### config.mk
export PLATFORM = sky130hd
export DESIGN_NAME = mhd_sweep_ctrl
export DESIGN_NICKNAME = d
export VERILOG_FILES = /design/src/rtl/mhd_sweep_ctrl.sv
export SDC_FILE = /design/constraint.sdc
export NUM_CORES = 1
export LEC_CHECK = 0
export BUFFER_PORTS_ARGS = -buffer_cell sky130_fd_sc_hd__buf_2
export CAP_MARGIN = 0
export CELL_PAD_IN_SITES_DETAIL_PLACEMENT = 0
export CELL_PAD_IN_SITES_GLOBAL_PLACEMENT = 1
export CORE_ASPECT_RATIO = 0.6
export CORE_UTILIZATION = 40
export DETAILED_ROUTE_END_ITERATION = 8
export GPL_ROUTABILITY_DRIVEN = 0
export PLACE_DENSITY = 0.81
export SKIP_CTS_REPAIR_TIMING = 1
export SLEW_MARGIN = 10
export SYNTH_ARGS = -nofsm -noshare
export SYNTH_HDL_FRONTEND = slang
export SYNTH_SLANG_ARGS = --single-unit
export TNS_END_PERCENT = 10
### constraint.sdc
create_clock -name clk -period 4.15 [get_ports clk]
set_input_delay 0.2075 -clock clk [delete_from_list [all_inputs] [get_ports clk]]
set_output_delay 0.2075 -clock clk [all_outputs]
set_load 0.01 [all_outputs]
### src/rtl/mhd_sweep_ctrl.sv
// Max-Hamming-distance sweep sequencer: streams a/b pairs through a 2-stage
// popcount pipeline and accumulates per-run error count, max distance, first failure.
module mhd_sweep_ctrl #(
  parameter int unsigned WIDTH = 9,
  parameter int unsigned MHD   = 1,
  parameter int unsigned NUM_W = 16,
  localparam int unsigned HD_W = $clog2(WIDTH + 1)
) (
  input  logic             clk,
  input  logic             rst,
  input  logic             start,
  input  logic [NUM_W-1:0] num_vec,
  input  logic             in_valid,
  output logic             in_ready,
  input  logic [WIDTH-1:0] a,
  input  logic [WIDTH-1:0] b,
  output logic             busy,
  output logic             done,
  output logic             fail,
  output logic [NUM_W-1:0] err_cnt,
  output logic [HD_W-1:0]  max_hd,
  output logic [NUM_W-1:0] first_fail_idx
);

  localparam logic [1:0] StIdle  = 2'd0;
  localparam logic [1:0] StRun   = 2'd1;
  localparam logic [1:0] StDrain = 2'd2;
  localparam logic [1:0] StDone  = 2'd3;

  logic [1:0]       state_q, state_d;
  logic [NUM_W-1:0] num_vec_q, num_vec_d;
  logic [NUM_W-1:0] idx_q, idx_d;
  logic             s1_valid_q, s1_valid_d;
  logic [HD_W-1:0]  s1_hd_q, s1_hd_d;
  logic [NUM_W-1:0] s1_idx_q, s1_idx_d;
  logic             fail_q, fail_d;
  logic [NUM_W-1:0] err_cnt_q, err_cnt_d;
  logic [HD_W-1:0]  max_hd_q, max_hd_d;
  logic [NUM_W-1:0] ffi_q, ffi_d;

  logic [WIDTH-1:0] diff;
  logic [HD_W-1:0]  hd_calc;
  logic             accept;
  logic             start_ok;
  logic             last_pair;
  logic             s2_err;

  assign diff = a ^ b;

  always_comb begin
    hd_calc = '0;
    for (int i = 0; i < WIDTH; i++) begin
      hd_calc = hd_calc + HD_W'(diff[i]);
    end
  end

  assign in_ready  = (state_q == StRun);
  assign busy      = (state_q == StRun) || (state_q == StDrain);
  assign done      = (state_q == StDone);
  assign accept    = in_valid && in_ready;
  assign start_ok  = start && ((state_q == StIdle) || (state_q == StDone));
  assign last_pair = (idx_q == num_vec_q - NUM_W'(1));
  assign s2_err    = s1_valid_q && (32'(s1_hd_q) > MHD);

  // Front end: FSM, pair index and stage 1
  always_comb begin
    state_d    = state_q;
    num_vec_d  = num_vec_q;
    idx_d      = idx_q;
    s1_valid_d = 1'b0;
    s1_hd_d    = s1_hd_q;
    s1_idx_d   = s1_idx_q;
    case (state_q)
      StIdle, StDone: begin
        if (start_ok) begin
          num_vec_d = num_vec;
          idx_d     = '0;
          state_d   = (num_vec != '0) ? StRun : StDone;
        end
      end
      StRun: begin
        if (accept) begin
          s1_valid_d = 1'b1;
          s1_hd_d    = hd_calc;
          s1_idx_d   = idx_q;
          idx_d      = idx_q + NUM_W'(1);
          if (last_pair) begin
            state_d = StDrain;
          end
        end
      end
      StDrain: begin
        state_d = StDone;
      end
      default: begin
        state_d = StIdle;
      end
    endcase
  end

  // Stage 2: statistics; a run start wins over any stage-2 update
  always_comb begin
    fail_d    = fail_q;
    err_cnt_d = err_cnt_q;
    max_hd_d  = max_hd_q;
    ffi_d     = ffi_q;
    if (start_ok) begin
      fail_d    = 1'b0;
      err_cnt_d = '0;
      max_hd_d  = '0;
      ffi_d     = '0;
    end else if (s1_valid_q) begin
      if (s2_err) begin
        if (err_cnt_q != '1) begin
          err_cnt_d = err_cnt_q + NUM_W'(1);
        end
        if (!fail_q) begin
          fail_d = 1'b1;
          ffi_d  = s1_idx_q;
        end
      end
      if (s1_hd_q > max_hd_q) begin
        max_hd_d = s1_hd_q;
      end
    end
  end

  always_ff @(posedge clk) begin
    if (rst) begin
      state_q    <= StIdle;
      num_vec_q  <= '0;
      idx_q      <= '0;
      s1_valid_q <= 1'b0;
      s1_hd_q    <= '0;
      s1_idx_q   <= '0;
      fail_q     <= 1'b0;
      err_cnt_q  <= '0;
      max_hd_q   <= '0;
      ffi_q      <= '0;
    end else begin
      state_q    <= state_d;
      num_vec_q  <= num_vec_d;
      idx_q      <= idx_d;
      s1_valid_q <= s1_valid_d;
      s1_hd_q    <= s1_hd_d;
      s1_idx_q   <= s1_idx_d;
      fail_q     <= fail_d;
      err_cnt_q  <= err_cnt_d;
      max_hd_q   <= max_hd_d;
      ffi_q      <= ffi_d;
    end
  end

  assign fail           = fail_q;
  assign err_cnt        = err_cnt_q;
  assign max_hd         = max_hd_q;
  assign first_fail_idx = ffi_q;

endmodule

==> impl_metrics.env, run 1 <==
export IMPL_outcome="completed"
export IMPL_crit_family="adder cells"
export IMPL_diodes=0
export IMPL_synthSimpleGateAreaFrac=0.273
export IMPL_grt_overflow_total=0
export IMPL_worstPathCellList="buf_2, xnor2_1, fa_1, fa_1, fa_1, fa_1, fa_1, xnor2_1, nand2_1, a21oi_1"
export IMPL_clock_root_buffer_master="sky130_fd_sc_hd__clkbuf_16"
export IMPL_finalSetupViolCount=0
export IMPL_yosysWarningCount=0
export IMPL_fin_tns_setup_ns=0
export IMPL_first_global_vias=3821
export IMPL_crit_slowest_cell="sky130_fd_sc_hd__fa_1"
export IMPL_slew_violations=0
export IMPL_worst_skew_pair_latency_ns=0.34
export IMPL_core_region_area_mm2=0.0114
export IMPL_irDropWorstVdd_mv=0.234
export IMPL_cpPeakStageDelay_ns=0.53
export IMPL_wirelength_um=11000
export IMPL_postSynth_topFlopCell="sky130_fd_sc_hd__dfxtp_1"
export IMPL_synthesized_area_divided_by_synthesized_cell_count_um2=8.17
export IMPL_route_vias_total=4151
export IMPL_route_detailed_wl_per_inst_um=13.8
export IMPL_synth_mux_area_frac=0.0150
export IMPL_cp_arrival_ns=3.34
export IMPL_timing_hold_worst_class="in -> reg"
export IMPL_synth_distinct_cells=60
export IMPL_top_cell_type_s_share_of_synthesized_area=0.388
export IMPL_min_delay_worst_endpoint="num_vec_q[9]"
export IMPL_die_area_mm2=0.0123
export IMPL_number_of_antenna_violations_at_the_first_check_in_global_routing=0
export IMPL_timing_hold_violations_final=0
export IMPL_worst_hold_path_num_cells=3
export IMPL_initial_utilization=0.415
export IMPL_signed_area_change_from_the_synthesized_netlist_to_the_final_layout_pct=16.8
export IMPL_number_of_flops_mapped_to_enable_cells_by_yosys=0
export IMPL_rows=30
export IMPL_finalCoreUtilization=0.485
export IMPL_port_buffers=77
export IMPL_vias_per_cell=5.20
export IMPL_dieWidth_um=143
export IMPL_period_share=0.741
export IMPL_crit_path_frequent_cell="sky130_fd_sc_hd__fa_1"
export IMPL_critical_path_class="in -> reg"
export IMPL_regToRegStartpoint="num_vec_q[0]"
export IMPL_yosys_area_share_xor_xnor=0.103
export IMPL_grt_first_pass_wirelength_um=18700
export IMPL_synth_async_reset_ratio=0
export IMPL_synth_sequential_area_ratio=0.388
export IMPL_largest_family_of_logic_cells_by_synthesized_area="simple AND/OR/NAND/NOR gates"
export IMPL_startpoint_types="primary input"
export IMPL_numClockSinks=92
export IMPL_net_count_synth=637
export IMPL_drt_pass1_iterations=4
export IMPL_tritoncts="built"
export IMPL_setup_reg_to_reg_worst_slack_ns=1.31
export IMPL_fmax_ghz=0.325
export IMPL_post_route_cells_drive_above_1_share=0.171
export IMPL_power_per_cell_area_mw_per_mm2=518
export IMPL_cap_violations=0
export IMPL_final_critical_path_time_including_i_o_delays_and_setup_ns=3.08
export IMPL_ff2ff_path_depth=8
export IMPL_timing_critical_path_fanout_max=2
export IMPL_place_detailed_hpwl_um=8350
export IMPL_adder_cell_share_of_the_synthesized_area=0.0527
export IMPL_power_total_mw=2.87
export IMPL_cts_made_buffers=9
export IMPL_layout_nets=690
export IMPL_clk_buf_depth=2
export IMPL_hold_path_startpoint="num_vec[9]"
export IMPL_synth_compound_gate_area_share=0.118
export IMPL_netlist_instances=582
export IMPL_cts_htree_levels=3
export IMPL_rr_endpoint="state_q[0]"
export IMPL_critical_path_n_buffers_inverters=1
export IMPL_synth_common_cells="126 x sky130_fd_sc_hd__nand2_1, 92 x sky130_fd_sc_hd__dfxtp_1, 55 x sky130_fd_sc_hd__a21oi_1, 45 x sky130_fd_sc_hd__nor2_1"
export IMPL_cts_clk_slew_worst_paths_ns=0.06
export IMPL_synth_seq_cells=92
export IMPL_drt_antenna_violating_nets=0
export IMPL_largest_net_degree_at_the_start_of_global_routing=43
export IMPL_max_clock_skew_ns=0.00567
export IMPL_setup_crit_end_kind="flop"
export IMPL_post_synth_top_count_cell="sky130_fd_sc_hd__nand2_1"
export IMPL_worst_slew_pin_slew_ns=1.09
export IMPL_synth_top_cell_by_area="sky130_fd_sc_hd__dfxtp_1"
export IMPL_syn_area_mm2=0.00475
export IMPL_ioPinCount=78
export IMPL_drt_initial_drc_count=211
export IMPL_grtUsageTotal=0.192
export IMPL_critPathRequiredTime_ns=4.41
export IMPL_whs_ns=0.120
export IMPL_die_height_um=86.4
export IMPL_setup_repair_after_global_routing_missed_its_margin="no"
export IMPL_drc=0
export IMPL_max_slew_margin_rel=0.262
export IMPL_leakage_nw=2.14
export IMPL_synth_top_cells_by_area="sky130_fd_sc_hd__dfxtp_1 39%, sky130_fd_sc_hd__nand2_1 10%, sky130_fd_sc_hd__a21oi_1 5.8%"
[state kept, by name, summed over array words and instances (netlist names)]
register,cells
state_q,2
s1_valid_q,1
idx_q,16
fail,1
first_fail_idx,16
num_vec_q,16
s1_hd_q,4
max_hd,4
s1_idx_q,16
err_cnt,16
[report_power, final]
part	total, mW	switching, mW	leakage (nW)	internal [mW]
logic	0.859	0.524	1.22	0.335
registers	1.02	0.0874	0.744	0.936
clock network	0.990	0.342	0.172	0.648
total	2.87	0.953	2.14	1.92
[worst max-delay path by stage]
stage,from,endpoint,cells after the start
finish,b[0],s1_hd_q[2],10
global placement,b[1],s1_hd_q[2],10
detailed placement,b[3],s1_hd_q[2],10
global route,b[3],s1_hd_q[2],10
floorplan,b[1],s1_hd_q[2],9
CTS,b[3],s1_hd_q[2],10
[cell type report]
class                      instances  area (um^2)
multi-input combinational        433         2670
fill                            1141         5900
inverter                          20         75.1
clock buffer                       9          225
tap                              160          200
timing repair buffer              79          400
clock inverter                     6          136
sequential                        92         1840
[worst reg2reg max path: stages (launching register included)]
cell                      delay (ns)
sky130_fd_sc_hd__dfxtp_1        0.41
sky130_fd_sc_hd__inv_1          0.09
sky130_fd_sc_hd__ha_1           0.38
sky130_fd_sc_hd__or3b_2         0.50
sky130_fd_sc_hd__nor4_1         0.29
sky130_fd_sc_hd__nor4b_1        0.10
sky130_fd_sc_hd__a21oi_1        0.42
sky130_fd_sc_hd__a31oi_1        0.18
sky130_fd_sc_hd__mux2_1         0.35
[per-stage QoR]
| step | instance area, um^2 | instances | setup WS (ns) |
|---|---|---|---|
| 2_1_floorplan | 4750 | 582 | 1.02 |
| 3_3_place_gp | 5190 | 784 | 0.825 |
| 3_5_place_dp | 5190 | 784 | 0.687 |
| 4_1_cts | 5550 | 799 | 1.05 |
| 5_1_grt | 5550 | 799 | 0.920 |
| 6_report | 5550 | 799 | 1.07 |
[layer usage]
| metal | part of all wire | GRT usage | routed length [um] |
|---|---|---|---|
| met2 | 0.42 | 0.294 | 4650 |
| met1 | 0.53 | 0.275 | 5850 |
| met3 | 0.046 | 0.0486 | 507 |
| met4 | 0.0024 | 0.0283 | 26 |
| met5 | 0 | 0 | 0 |
[logic make-up (layout without fill, tap and decap cells)]
kind of cell,after synthesis,count (layout)
AND/OR/NAND/NOR,265,265
buffers and inverters,57,114
AO/OA/AOI/OAI,88,88
adder cells (fa/ha/maj),17,17
XOR/XNOR,56,56
multiplexers,7,7
flip-flops,92,92
[layout by cell type, fill, tap and decap left out, types with 8 or more instances in the layout]
cell type	instances
sky130_fd_sc_hd__dfxtp_1	92
sky130_fd_sc_hd__nand4_1	12
sky130_fd_sc_hd__xnor2_1	31
sky130_fd_sc_hd__nand3_1	8
sky130_fd_sc_hd__nor2_1	45
sky130_fd_sc_hd__a21oi_1	55
sky130_fd_sc_hd__ha_1	12
sky130_fd_sc_hd__xor2_1	25
sky130_fd_sc_hd__nand2_1	126
sky130_fd_sc_hd__nor3_1	9
sky130_fd_sc_hd__nor4_1	14
sky130_fd_sc_hd__buf_2	77
sky130_fd_sc_hd__inv_1	20
sky130_fd_sc_hd__clkbuf_16	9
Note: power is estimated with default switching activity, not from simulation.
==> run 2: changes to the inputs <==
==> constraint.sdc (replaced) <==
create_clock -name clk -period 3 [get_ports clk]
set_input_delay 0.15 -clock clk [delete_from_list [all_inputs] [get_ports clk]]
set_output_delay 0.15 -clock clk [all_outputs]
set_load 0.01 [all_outputs]
==> run 2 against run 1 <==
Sequential share of layout area grew 0.23 points. Global-route usage grew 0.076 points. Clock power grew 4%. Utilization shrank 0.34 points. Critical path depth is the same. Cell area shrank 0.70%.
==> impl_metrics.env, run 2 (same netlist as run 1, synthesis figures left out) <==
export IMPL_outcome="completed"
export IMPL_max_clock_skew_ns=0.00807
export IMPL_place_detailed_hpwl_um=8390
export IMPL_first_global_vias=3938
export IMPL_route_vias_total=4148
export IMPL_clk_buf_depth=2
export IMPL_grt_overflow_total=0
export IMPL_grt_first_pass_wirelength_um=18700
export IMPL_rows=30
export IMPL_wirelength_um=11100
export IMPL_tritoncts="built"
export IMPL_final_critical_path_time_including_i_o_delays_and_setup_ns=2.84
export IMPL_finalSetupViolCount=0
export IMPL_worst_path_setup_slack_after_routing_ns=0.156
export IMPL_placed_cell_area_mm2=0.00524
export IMPL_setup_crit_end_kind="flop"
export IMPL_period_share=0.948
export IMPL_ioPinCount=78
export IMPL_initial_utilization=0.415
export IMPL_irDropWorstVdd_mv=0.280
export IMPL_fmax_ghz=0.352
export IMPL_grtUsageTotal=0.192
export IMPL_timing_critical_path_fanout_max=2
export IMPL_vias_per_cell=5.15
export IMPL_timing_hold_violations_final=0
export IMPL_port_buffers=77
export IMPL_final_common_cell="sky130_fd_sc_hd__nand2_1"
export IMPL_signed_area_change_from_the_synthesized_netlist_to_the_final_layout_pct=16.0
export IMPL_slew_violations=0
export IMPL_max_slew_margin_rel=0.220
export IMPL_core_region_area_mm2=0.0114
export IMPL_pre_cts_slack_ns=-0.229
export IMPL_cap_violations=0
export IMPL_clock_root_buffer_master="sky130_fd_sc_hd__clkbuf_16"
export IMPL_startpoint_types="primary input"
export IMPL_numPlacedInstances=791
export IMPL_drt_initial_drc_count=195
export IMPL_finish_instance_area_mm2=0.00551
export IMPL_number_of_antenna_violations_at_the_first_check_in_global_routing=0
export IMPL_power_per_cell_area_mw_per_mm2=666
export IMPL_leakage_nw=2.13
export IMPL_cts_clk_slew_worst_paths_ns=0.07
export IMPL_critical_path_class="in -> reg"
export IMPL_worst_slew_pin_slew_ns=1.16
export IMPL_layout_nets=697
export IMPL_drt_antenna_violating_nets=0
export IMPL_die_area_mm2=0.0123
export IMPL_power_total_mw=3.67
export IMPL_cts_made_buffers=9
export IMPL_worst_skew_pair_latency_ns=0.34
export IMPL_die_height_um=86.4
export IMPL_largest_net_degree_at_the_start_of_global_routing=43
export IMPL_setup_repair_after_global_routing_missed_its_margin="no"
export IMPL_final_cell_count_no_fill=806
export IMPL_diodes=0
export IMPL_timing_hold_worst_class="in -> reg"
export IMPL_numClockSinks=92
export IMPL_route_detailed_wl_per_inst_um=13.7
export IMPL_most_common_layout_cells="126 x sky130_fd_sc_hd__nand2_1, 92 x sky130_fd_sc_hd__dfxtp_1, 77 x sky130_fd_sc_hd__buf_2"
export IMPL_finalCoreUtilization=0.481
export IMPL_critPathRequiredTime_ns=3.27
export IMPL_cts_htree_levels=3
export IMPL_drc=0
export IMPL_dieWidth_um=143
export IMPL_drt_pass1_iterations=4
export IMPL_cp_arrival_ns=3.12
export IMPL_post_route_cells_drive_above_1_share=0.181
run 2: cell types whose count changed in the layout (fill, tap and decap cells not counted):
cell,delta
sky130_fd_sc_hd__clkinv_2,+2
sky130_fd_sc_hd__fa_2,+1
sky130_fd_sc_hd__o21ai_0,+1
sky130_fd_sc_hd__inv_6,-1
sky130_fd_sc_hd__clkinv_4,+2
sky130_fd_sc_hd__o21ai_1,-1
sky130_fd_sc_hd__buf_4,+7
sky130_fd_sc_hd__bufinv_16,-4
sky130_fd_sc_hd__fa_1,-1
sky130_fd_sc_hd__clkinvlp_4,+1
run 2: report_power, final:
part           internal [mW]  switching, mW  total (mW)
Sequential              1.30          0.110        1.41
Clock                  0.556          0.478        1.03
Combinational          0.491          0.737        1.23
Total                   2.34           1.33        3.67
run 2: worst paths after layout:
check / slack, ns / to / cells after the start / from
hold / removal: 0.06 / num_vec_q[5] / 3 / num_vec[5]
setup / recovery: 0.16 / s1_hd_q[2] / 10 / b[3]
hold reg to reg: 0.45 / first_fail_idx[9] / 2 / first_fail_idx[9]
setup reg to reg: 0.36 / state_q[1] / 8 / state_q[1]
run 2: layout make-up:
cell class                      count  area, um^2
Fill cell                        1116        5940
Multi-Input combinational cell    433        2670
Sequential cell                    92        1840
Timing Repair Buffer               86         453
Clock buffer                        9         225
Tap cell                          160         200
Inverter                           20        75.1
Clock inverter                      6        42.5
run 2: per-layer routing:
metal | part of all wire | track usage | up-vias
met1 | 0.53 | 0.276 | 1968
met3 | 0.047 | 0.0475 | 8
met2 | 0.42 | 0.289 | 89
met5 | 0 | 0 | -
met4 | 0.0085 | 0.0459 | 0
li1 | - | - | 2083
run 2: worst max-delay path, cell delays in order:
cell and delay [ns]:
sky130_fd_sc_hd__buf_2 0.10, sky130_fd_sc_hd__xnor2_1 0.21, sky130_fd_sc_hd__fa_1 0.48, sky130_fd_sc_hd__fa_1 0.57, sky130_fd_sc_hd__fa_1 0.44, sky130_fd_sc_hd__fa_2 0.42, sky130_fd_sc_hd__fa_1 0.39, sky130_fd_sc_hd__xnor2_1 0.16
sky130_fd_sc_hd__nand2_1 0.06, sky130_fd_sc_hd__a21oi_1 0.14
run 2: stage by stage:
| stage | hold WS [ns] | TNS, ns |
|---|---|---|
| 2_1_floorplan | 0.286 | 0 |
| 3_3_place_gp | 0.402 | -0.186 |
| 3_5_place_dp | 0.409 | -0.402 |
| 4_1_cts | 0.0443 | 0 |
| 5_1_grt | 0.0509 | 0 |
| 6_report | 0.0560 | 0 |
==> run 3: changes to the inputs <==
--- a/config.mk
+++ b/config.mk
@@ -13,7 +13,9 @@
 export CORE_UTILIZATION = 40
 export DETAILED_ROUTE_END_ITERATION = 8
 export GPL_ROUTABILITY_DRIVEN = 0
+export GPL_TIMING_DRIVEN = 0
 export PLACE_DENSITY = 0.81
+export REMOVE_ABC_BUFFERS = 1
 export SKIP_CTS_REPAIR_TIMING = 1
 export SLEW_MARGIN = 10
 export SYNTH_ARGS = -nofsm -noshare
==> run 3 against run 2 <==
Global-route usage increased by 0.39 points. Clock skew decreased by 0.0036 ns. Power increased by 4.8%. Register-to-register slack got worse by 0.11 ns. Clock power increased by 20%. Sequential share of layout area decreased by 0.098 points. Sequential power about the same. Cell count decreased by 0.87%. Maximum frequency decreased by 0.76%. Routed wire length increased by 0.58%. Cell area increased by 0.30%. Via count decreased by 1.9%. Critical path type unchanged. Largest cell class unchanged. Largest power group unchanged.
==> impl_metrics.env, run 3 (same netlist as run 1, synthesis figures left out) <==
export IMPL_most_common_layout_cells="125 x sky130_fd_sc_hd__nand2_1, 92 x sky130_fd_sc_hd__dfxtp_1, 77 x sky130_fd_sc_hd__buf_2"
export IMPL_critPathRequiredTime_ns=3.27
export IMPL_power_per_cell_area_mw_per_mm2=696
export IMPL_grtUsageTotal=0.196
export IMPL_crit_family="adder cells"
export IMPL_wirelength_um=11100
export IMPL_post_route_cells_drive_above_1_share=0.178
export IMPL_numClockSinks=92
export IMPL_diodes=0
export IMPL_drc=0
export IMPL_signed_area_change_from_the_synthesized_netlist_to_the_final_layout_pct=16.3
export IMPL_timing_critical_path_fanout_max=2
export IMPL_grt_overflow_total=0
export IMPL_leakage_nw=2.13
export IMPL_rows=30
export IMPL_worst_slew_pin_slew_ns=1.11
export IMPL_initial_utilization=0.415
export IMPL_die_area_mm2=0.0123
export IMPL_numPlacedInstances=783
export IMPL_clk_buf_depth=2
export IMPL_critical_path_class="in -> reg"
export IMPL_number_of_antenna_violations_at_the_first_check_in_global_routing=0
export IMPL_crit_slowest_cell="sky130_fd_sc_hd__fa_1"
export IMPL_vias_per_cell=5.09
export IMPL_setup_repair_after_global_routing_missed_its_margin="no"
export IMPL_slew_violations=0
export IMPL_critical_path_n_buffers_inverters=1
export IMPL_top_layer="met4"
export IMPL_startpoint_types="primary input"
export IMPL_drt_antenna_violating_nets=0
export IMPL_clock_root_buffer_master="sky130_fd_sc_hd__clkbuf_16"
export IMPL_cpPeakStageDelay_ns=0.55
export IMPL_finalCoreUtilization=0.483
export IMPL_cts_made_buffers=9
export IMPL_core_region_area_mm2=0.0114
export IMPL_final_critical_path_time_including_i_o_delays_and_setup_ns=2.87
export IMPL_port_buffers=77
export IMPL_met3RoutedLength_um=609
export IMPL_fmax_ghz=0.349
export IMPL_dieWidth_um=143
export IMPL_drt_initial_drc_count=202
export IMPL_final_cell_count_no_fill=799
export IMPL_first_global_vias=3921
export IMPL_timing_hold_violations_final=0
export IMPL_largest_net_degree_at_the_start_of_global_routing=43
export IMPL_route_vias_total=4068
export IMPL_power_total_mw=3.85
export IMPL_worst_skew_pair_latency_ns=0.35
export IMPL_irDropWorstVdd_mv=0.299
export IMPL_final_common_cell="sky130_fd_sc_hd__nand2_1"
export IMPL_max_clock_skew_ns=0.00448
export IMPL_period_share=0.955
export IMPL_place_detailed_hpwl_um=8160
export IMPL_routedLengthMet1_um=5770
export IMPL_tritoncts="built"
export IMPL_die_height_um=86.4
export IMPL_max_slew_margin_rel=0.249
export IMPL_cp_arrival_ns=3.14
export IMPL_drt_pass1_iterations=5
export IMPL_finish_instance_area_mm2=0.00553
export IMPL_cap_violations=0
export IMPL_final_fill_count=1145
export IMPL_cts_clk_slew_worst_paths_ns=0.07
export IMPL_crit_path_frequent_cell="sky130_fd_sc_hd__fa_1"
export IMPL_timing_hold_worst_class="in -> reg"
export IMPL_worstPathCellList="buf_2, xnor2_2, fa_1, fa_1, fa_1, fa_2, fa_1, xnor2_1, nand2_1, a21oi_1"
export IMPL_grt_first_pass_wirelength_um=19000
export IMPL_cts_htree_levels=3
export IMPL_outcome="completed"
export IMPL_layout_nets=689
export IMPL_met2WireLength_um=4660
export IMPL_route_detailed_wl_per_inst_um=13.9
export IMPL_setup_crit_end_kind="flop"
export IMPL_placed_cell_area_mm2=0.00518
export IMPL_finalSetupViolCount=0
export IMPL_ioPinCount=78
## run 3: worst paths after layout
path / end / startpoint / cells past startpoint / slack [ns]
max: s1_hd_q[2] / b[0] / 10 / 0.13
min: num_vec_q[5] / num_vec[5] / 3 / 0.05
min reg2reg: first_fail_idx[5] / s1_idx_q[5] / 2 / 0.45
max reg2reg: idx_q[15] / state_q[1] / 8 / 0.25
## run 3: worst reg2reg max path: stages, from the launching register on
cell and delay [ns]:
sky130_fd_sc_hd__dfxtp_1 0.34, sky130_fd_sc_hd__inv_1 0.10, sky130_fd_sc_hd__ha_1 0.37, sky130_fd_sc_hd__nor2b_1 0.26, sky130_fd_sc_hd__nor4_1 0.81, sky130_fd_sc_hd__nand2b_1 0.28, sky130_fd_sc_hd__nor3_1 0.29, sky130_fd_sc_hd__xnor2_1 0.15
sky130_fd_sc_hd__nor2_1 0.05
## run 3: power breakdown
| group | switching [mW] | leakage [nW] | internal [mW] |
|---|---|---|---|
| clock | 0.502 | 0.152 | 0.734 |
| combinational | 0.728 | 1.23 | 0.467 |
| sequential | 0.118 | 0.744 | 1.30 |
| total | 1.35 | 2.13 | 2.50 |
## run 3: final cells by class
cell class | instances | area (um^2) | area share
clock buffers | 9 | 225 | 0.0407
repair buffers | 78 | 393 | 0.0711
clock inverters | 7 | 97.6 | 0.0177
multi-input cells | 433 | 2700 | 0.488
inverters | 20 | 75.1 | 0.0136
flip-flops and latches | 92 | 1840 | 0.333
well taps | 160 | 200 | 0.0362
## run 3: metal layers
metal  track usage  vias up
li1              -     2072
met1         0.277     1891
met2         0.294      100
met3        0.0541        5
met4        0.0528        0
met5             0        -
## run 3: stage by stage
stage | worst slack, ns | TNS [ns] | hold slack, ns
after floorplan | -0.0883 | -0.0883 | 0.219
after global placement | -0.333 | -0.506 | 0.404
after detailed placement | -0.399 | -0.660 | 0.409
after CTS | -0.0346 | -0.0346 | 0.0396
after global routing | 0.00535 | 0 | 0.0589
final | 0.134 | 0 | 0.0505
